===== src/rtl/address_bus_if.sv =====
// address_bus_if: CPU address in, registered one-hot-per-region chip selects out.
interface address_bus_if;
    logic [15:0] cpu_address;
    logic        SELECT_ram;
    logic        SELECT_vram;
    logic        SELECT_pmf;
    logic        SELECT_pmb;
    logic        SELECT_ntbl;
    logic        SELECT_obm;
    logic        SELECT_firmware;
    logic        SELECT_rom;
    logic        SELECT_vectors;
    logic        SELECT_in_vblank;
    logic        SELECT_clr_vblank_irq;
    logic        SELECT_controller_1;
    logic        SELECT_controller_2;
    logic        SELECT_unmapped;
    modport master (
        output cpu_address,
        input  SELECT_ram, SELECT_vram, SELECT_pmf, SELECT_pmb, SELECT_ntbl, SELECT_obm,
               SELECT_firmware, SELECT_rom, SELECT_vectors, SELECT_in_vblank,
               SELECT_clr_vblank_irq, SELECT_controller_1, SELECT_controller_2, SELECT_unmapped
    );
    modport slave (
        input  cpu_address,
        output SELECT_ram, SELECT_vram, SELECT_pmf, SELECT_pmb, SELECT_ntbl, SELECT_obm,
               SELECT_firmware, SELECT_rom, SELECT_vectors, SELECT_in_vblank,
               SELECT_clr_vblank_irq, SELECT_controller_1, SELECT_controller_2, SELECT_unmapped
    );
endinterface


===== src/rtl/address_bus.sv =====
// address_bus: registered full-width address decoder for the mapache64 CPU bus.
module address_bus (
    input  logic          clk,
    input  logic          rst_n,
    address_bus_if.slave  bus
);
    logic [15:0] a;
    logic [13:0] d, q;
    assign a = bus.cpu_address;
    assign d[0]  = a <= 16'h3FFF;
    assign d[2]  = a >= 16'h4000 && a <= 16'h47FF;
    assign d[3]  = a >= 16'h4800 && a <= 16'h4BFF;
    assign d[4]  = a >= 16'h4C00 && a <= 16'h4EFF;
    assign d[5]  = a >= 16'h4F00 && a <= 16'h4FFF;
    assign d[1]  = |d[5:2];
    assign d[6]  = a >= 16'h5000 && a <= 16'h6FFF;
    assign d[7]  = a[15];
    assign d[8]  = a >= 16'hFFFA;
    assign d[9]  = a == 16'h7000;
    assign d[10] = a == 16'h7001;
    assign d[11] = a == 16'h7002;
    assign d[12] = a == 16'h7003;
    assign d[13] = a >= 16'h7004 && a <= 16'h7FFF;
    always_ff @(posedge clk or negedge rst_n)
        if (!rst_n) q <= '0;
        else        q <= d;
    assign bus.SELECT_ram            = q[0];
    assign bus.SELECT_vram           = q[1];
    assign bus.SELECT_pmf            = q[2];
    assign bus.SELECT_pmb            = q[3];
    assign bus.SELECT_ntbl           = q[4];
    assign bus.SELECT_obm            = q[5];
    assign bus.SELECT_firmware       = q[6];
    assign bus.SELECT_rom            = q[7];
    assign bus.SELECT_vectors        = q[8];
    assign bus.SELECT_in_vblank      = q[9];
    assign bus.SELECT_clr_vblank_irq = q[10];
    assign bus.SELECT_controller_1   = q[11];
    assign bus.SELECT_controller_2   = q[12];
    assign bus.SELECT_unmapped       = q[13];
endmodule


===== src/flat_wrapper.sv =====
// flat-port wrapper written by rule: the top's interface ports become plain ports
module address_bus_flat 
  (clk, rst_n, bus_cpu_address, bus_SELECT_ram, bus_SELECT_vram, bus_SELECT_pmf, bus_SELECT_pmb, bus_SELECT_ntbl, bus_SELECT_obm, bus_SELECT_firmware, bus_SELECT_rom, bus_SELECT_vectors, bus_SELECT_in_vblank, bus_SELECT_clr_vblank_irq, bus_SELECT_controller_1, bus_SELECT_controller_2, bus_SELECT_unmapped);
  address_bus_if bus_i ();
  input  logic clk;
  input  logic rst_n;
  input wire logic [$bits(bus_i.cpu_address)-1:0] bus_cpu_address;
  output wire logic [$bits(bus_i.SELECT_ram)-1:0] bus_SELECT_ram;
  output wire logic [$bits(bus_i.SELECT_vram)-1:0] bus_SELECT_vram;
  output wire logic [$bits(bus_i.SELECT_pmf)-1:0] bus_SELECT_pmf;
  output wire logic [$bits(bus_i.SELECT_pmb)-1:0] bus_SELECT_pmb;
  output wire logic [$bits(bus_i.SELECT_ntbl)-1:0] bus_SELECT_ntbl;
  output wire logic [$bits(bus_i.SELECT_obm)-1:0] bus_SELECT_obm;
  output wire logic [$bits(bus_i.SELECT_firmware)-1:0] bus_SELECT_firmware;
  output wire logic [$bits(bus_i.SELECT_rom)-1:0] bus_SELECT_rom;
  output wire logic [$bits(bus_i.SELECT_vectors)-1:0] bus_SELECT_vectors;
  output wire logic [$bits(bus_i.SELECT_in_vblank)-1:0] bus_SELECT_in_vblank;
  output wire logic [$bits(bus_i.SELECT_clr_vblank_irq)-1:0] bus_SELECT_clr_vblank_irq;
  output wire logic [$bits(bus_i.SELECT_controller_1)-1:0] bus_SELECT_controller_1;
  output wire logic [$bits(bus_i.SELECT_controller_2)-1:0] bus_SELECT_controller_2;
  output wire logic [$bits(bus_i.SELECT_unmapped)-1:0] bus_SELECT_unmapped;
  assign bus_i.cpu_address = bus_cpu_address;
  assign bus_SELECT_ram = bus_i.SELECT_ram;
  assign bus_SELECT_vram = bus_i.SELECT_vram;
  assign bus_SELECT_pmf = bus_i.SELECT_pmf;
  assign bus_SELECT_pmb = bus_i.SELECT_pmb;
  assign bus_SELECT_ntbl = bus_i.SELECT_ntbl;
  assign bus_SELECT_obm = bus_i.SELECT_obm;
  assign bus_SELECT_firmware = bus_i.SELECT_firmware;
  assign bus_SELECT_rom = bus_i.SELECT_rom;
  assign bus_SELECT_vectors = bus_i.SELECT_vectors;
  assign bus_SELECT_in_vblank = bus_i.SELECT_in_vblank;
  assign bus_SELECT_clr_vblank_irq = bus_i.SELECT_clr_vblank_irq;
  assign bus_SELECT_controller_1 = bus_i.SELECT_controller_1;
  assign bus_SELECT_controller_2 = bus_i.SELECT_controller_2;
  assign bus_SELECT_unmapped = bus_i.SELECT_unmapped;
  address_bus u_core (.clk(clk), .rst_n(rst_n), .bus(bus_i));
endmodule

===== config.mk =====
export PLATFORM = sky130hd
export DESIGN_NAME = address_bus_flat
export DESIGN_NICKNAME = d
export VERILOG_FILES = /design/src/rtl/address_bus_if.sv /design/src/rtl/address_bus.sv /design/src/flat_wrapper.sv
export SDC_FILE = /design/constraint.sdc
export NUM_CORES = 1
export LEC_CHECK = 0
export CORE_MARGIN = 8
export CORE_UTILIZATION = 35
export CTS_CLUSTER_DIAMETER = 80
export DETAILED_ROUTE_END_ITERATION = 12
export PLACE_DENSITY = 0.75
export SLEW_MARGIN = 10
export SYNTH_ARGS = -nofsm -noshare
export SYNTH_HDL_FRONTEND = slang
export SYNTH_SLANG_ARGS = --single-unit

===== constraint.sdc =====
create_clock -name clk -period 0.8 [get_ports clk]
set_clock_uncertainty 0.05 [all_clocks]
set_input_delay 0.16 -clock clk [delete_from_list [all_inputs] [get_ports clk]]
set_output_delay 0.16 -clock clk [all_outputs]
set_load 0.02 [all_outputs]

==> summary.txt <==
status - finished, violations left
failing checks - negative setup slack
Synth async-reset ratio - 100.0%
CTS Root Cell - clkbuf_4
final wirelength - 1916 um
post-layout net count - 114
dominant synthesized flop cell - dfrtp_1
die area - 3088 um^2
Top Registers - u_core.q x14
Core Rows - 14
Slowest-stage cell, CP - dfrtp_1
Antenna Cells - 0
max reg flops - 14
worst rel slew slack - 79.37%
Seq/Total Area, Yosys - 63.93%
post-detail-place hpwl - 1333 um
commonest non-fill, non-tap cell in the layout - buf_6
Fill cells - 89
Biggest register - u_core.q
RSZ-0062 raised after global routing - yes
fmax - 998.5 MHz
IO buf count - 31
CTS clk-pin slew, worst paths - 0.08 ns
period utilisation layout - 125.2%
height of the chip - 55.57 um
CTS Buf Count - 3
Area contributors post-synth - dfrtp_1 64%, nor4_4 3.9%, nor2_1 3.4%
WS Path Type - reg -> out
CP max stage delay - 0.39 ns
Initial Util - 36.81%
Clock Path Buffers - 2
H-tree lvl count - 1
most frequent cells in the layout - 20 x buf_6, 14 x buf_4, 14 x dfrtp_1
Mapped Area - 548.0 um^2
Combinational Power Share - 21.4%
power density cells - 1206 nW/um^2
worst IR drop on VDD - 0.0007992 V
routed vias/inst - 5.155
Pint - 1055 uW
type of origin of the critical path - register
cell taking the most area after synthesis - dfrtp_1
DRC Markers - 0
syn_area_per_cell - 13.05 um^2
Cells on Worst Hold Path - 3
grt total ovfl - 0
DR pass1 iterations - 4
Switch Pwr - 344.5 uW
largest net degree at the start of global routing - 15
Synth Warn # - 0
first-pass GRT wire length - 3118 um
Synth Instances - 42
Synth cell types - 20
Crit. path cell count - 1
CTS tree - built
fraction of layout cells with a size suffix above 1 - 65.96%
vias in the first global route - 624
CP arrival - 0.79 ns
Crit. End Element - primary output
routed vias - 567
area share of the largest cell type after synthesis - 63.93%
boundary pin count - 32
Placed Instances - 99
Clk network pwr share - 26.8%
RePlAce Congestion - 0.7363
Yosys reg bits - 14
syn nets - 60
Final Hold Viols - 0
critical path's top delay family - flip-flops
antenna-violating nets left - 0
Synth-to-Final Area Change - 111.9%
CP Buf/Inv Count - 1
WL/cell - 17.42 um
critical path fanouts, max - 1
sequential share of power - 51.8%
EDFF count, synth - 0
final worst slack - -0.2015 ns
CTS sink count - 14
design area - 1161 um^2
final setup fails - 20
Die W - 55.57 um
total of max-cap violations - 0
Overall Global Routing Usage - 12.67%
final cell count without fillers - 110
initial antenna violation count - 0
Slew Viols, Final - 0
Switching Share - 24.61%
drt first-iter violations - 5
total core area - 1489 um^2
Worst Path Required - 0.59 ns
Worst Hold Class - in -> reg
post-place instance area - 992.2 um^2
static leakage - 0.0005490 uW
Final min period - 1.001 ns
CP Cell Sequence - buf_6
worst-margin pin slew - 0.3094 ns
==> stage by stage <==
stage          util, %  total power (uW)  setup slack (ns)  TNS [ns]  hold slack, ns
2_1_floorplan        -             792.7           -0.1536   -0.9310         -0.1856
4_1_cts          72.86              1385           -0.2080    -2.982         0.09771
6_report         77.98              1400           -0.2015    -2.967          0.1050
5_1_grt          77.98              1491           -0.2529    -3.718         0.08245
3_3_place_gp     66.64             996.1           -0.6878    -11.94          0.4548
3_5_place_dp     66.64              1001           -0.7577    -12.44          0.4547
==> path summary, 6_finish.rpt <==
kind	startpoint	end	slack, ns
max	u_core.q[3]	bus_SELECT_pmb	-0.20
min	bus_cpu_address[11]	u_core.q[2]	0.10
max in group asynchronous	rst_n	u_core.q[13]	0.41
min in group asynchronous	rst_n	u_core.q[1]	0.16
==> synth_stat cells, types with 2 or more instances <==
cell,number
nand2_1,2
nand4_1,2
inv_1,2
dfrtp_1,14
nor2_1,5
nor4_1,3
==> cell type report <==
| type | instances | area, um^2 | area share, % |
|---|---|---|---|
| repair buffers | 49 | 479.2 | 41.27 |
| flip-flops and latches | 14 | 350.3 | 30.17 |
| multi-input cells | 26 | 281.5 | 24.25 |
| clock buffers | 3 | 22.52 | 1.940 |
| well taps | 16 | 20.02 | 1.724 |
| inverters | 2 | 7.507 | 0.6466 |
==> logic make-up (layout without fill, tap and decap cells) <==
logic type                after synthesis  in the layout  share of synthesized area [%]
AOI/OAI and AO/OA                       3              3                          3.883
xor gates and xnor gates                1              1                          1.598
buffers and inverters                   2             54                          1.370
DFF                                    14             14                          63.93
and+or+nand+nor                        22             22                          29.22
==> per-layer routing <==
metal,GRT usage (%),up-vias,part of all wire [%]
met5,0,-,0
met4,8.451,0,1.1
met3,3.196,2,4.9
met2,20.83,20,53
met1,13.98,282,41
li1,-,263,-
==> repair_timing <==
| item | in CTS | in global routing |
|---|---|---|
| pin swaps | 11 | 6 |
| hold buffers | 0 | 0 |
| endpoints found under the setup margin | 26 | 20 |
| gates resized for setup | 145 | 11 |
| setup buffers | 5 | 4 |
==> power by group through the flow <==
| stage | combinational [uW] | clock [uW] | sequential, uW |
|---|---|---|---|
| after floorplan | 40.1 | 0 | 753 |
| after global placement | 261 | 0 | 736 |
| after detailed placement | 265 | 0 | 736 |
| after CTS | 276 | 384 | 724 |
| after global routing | 317 | 448 | 726 |
| final | 300 | 375 | 725 |
No activity file was read; power rests on OpenSTA's default activity.
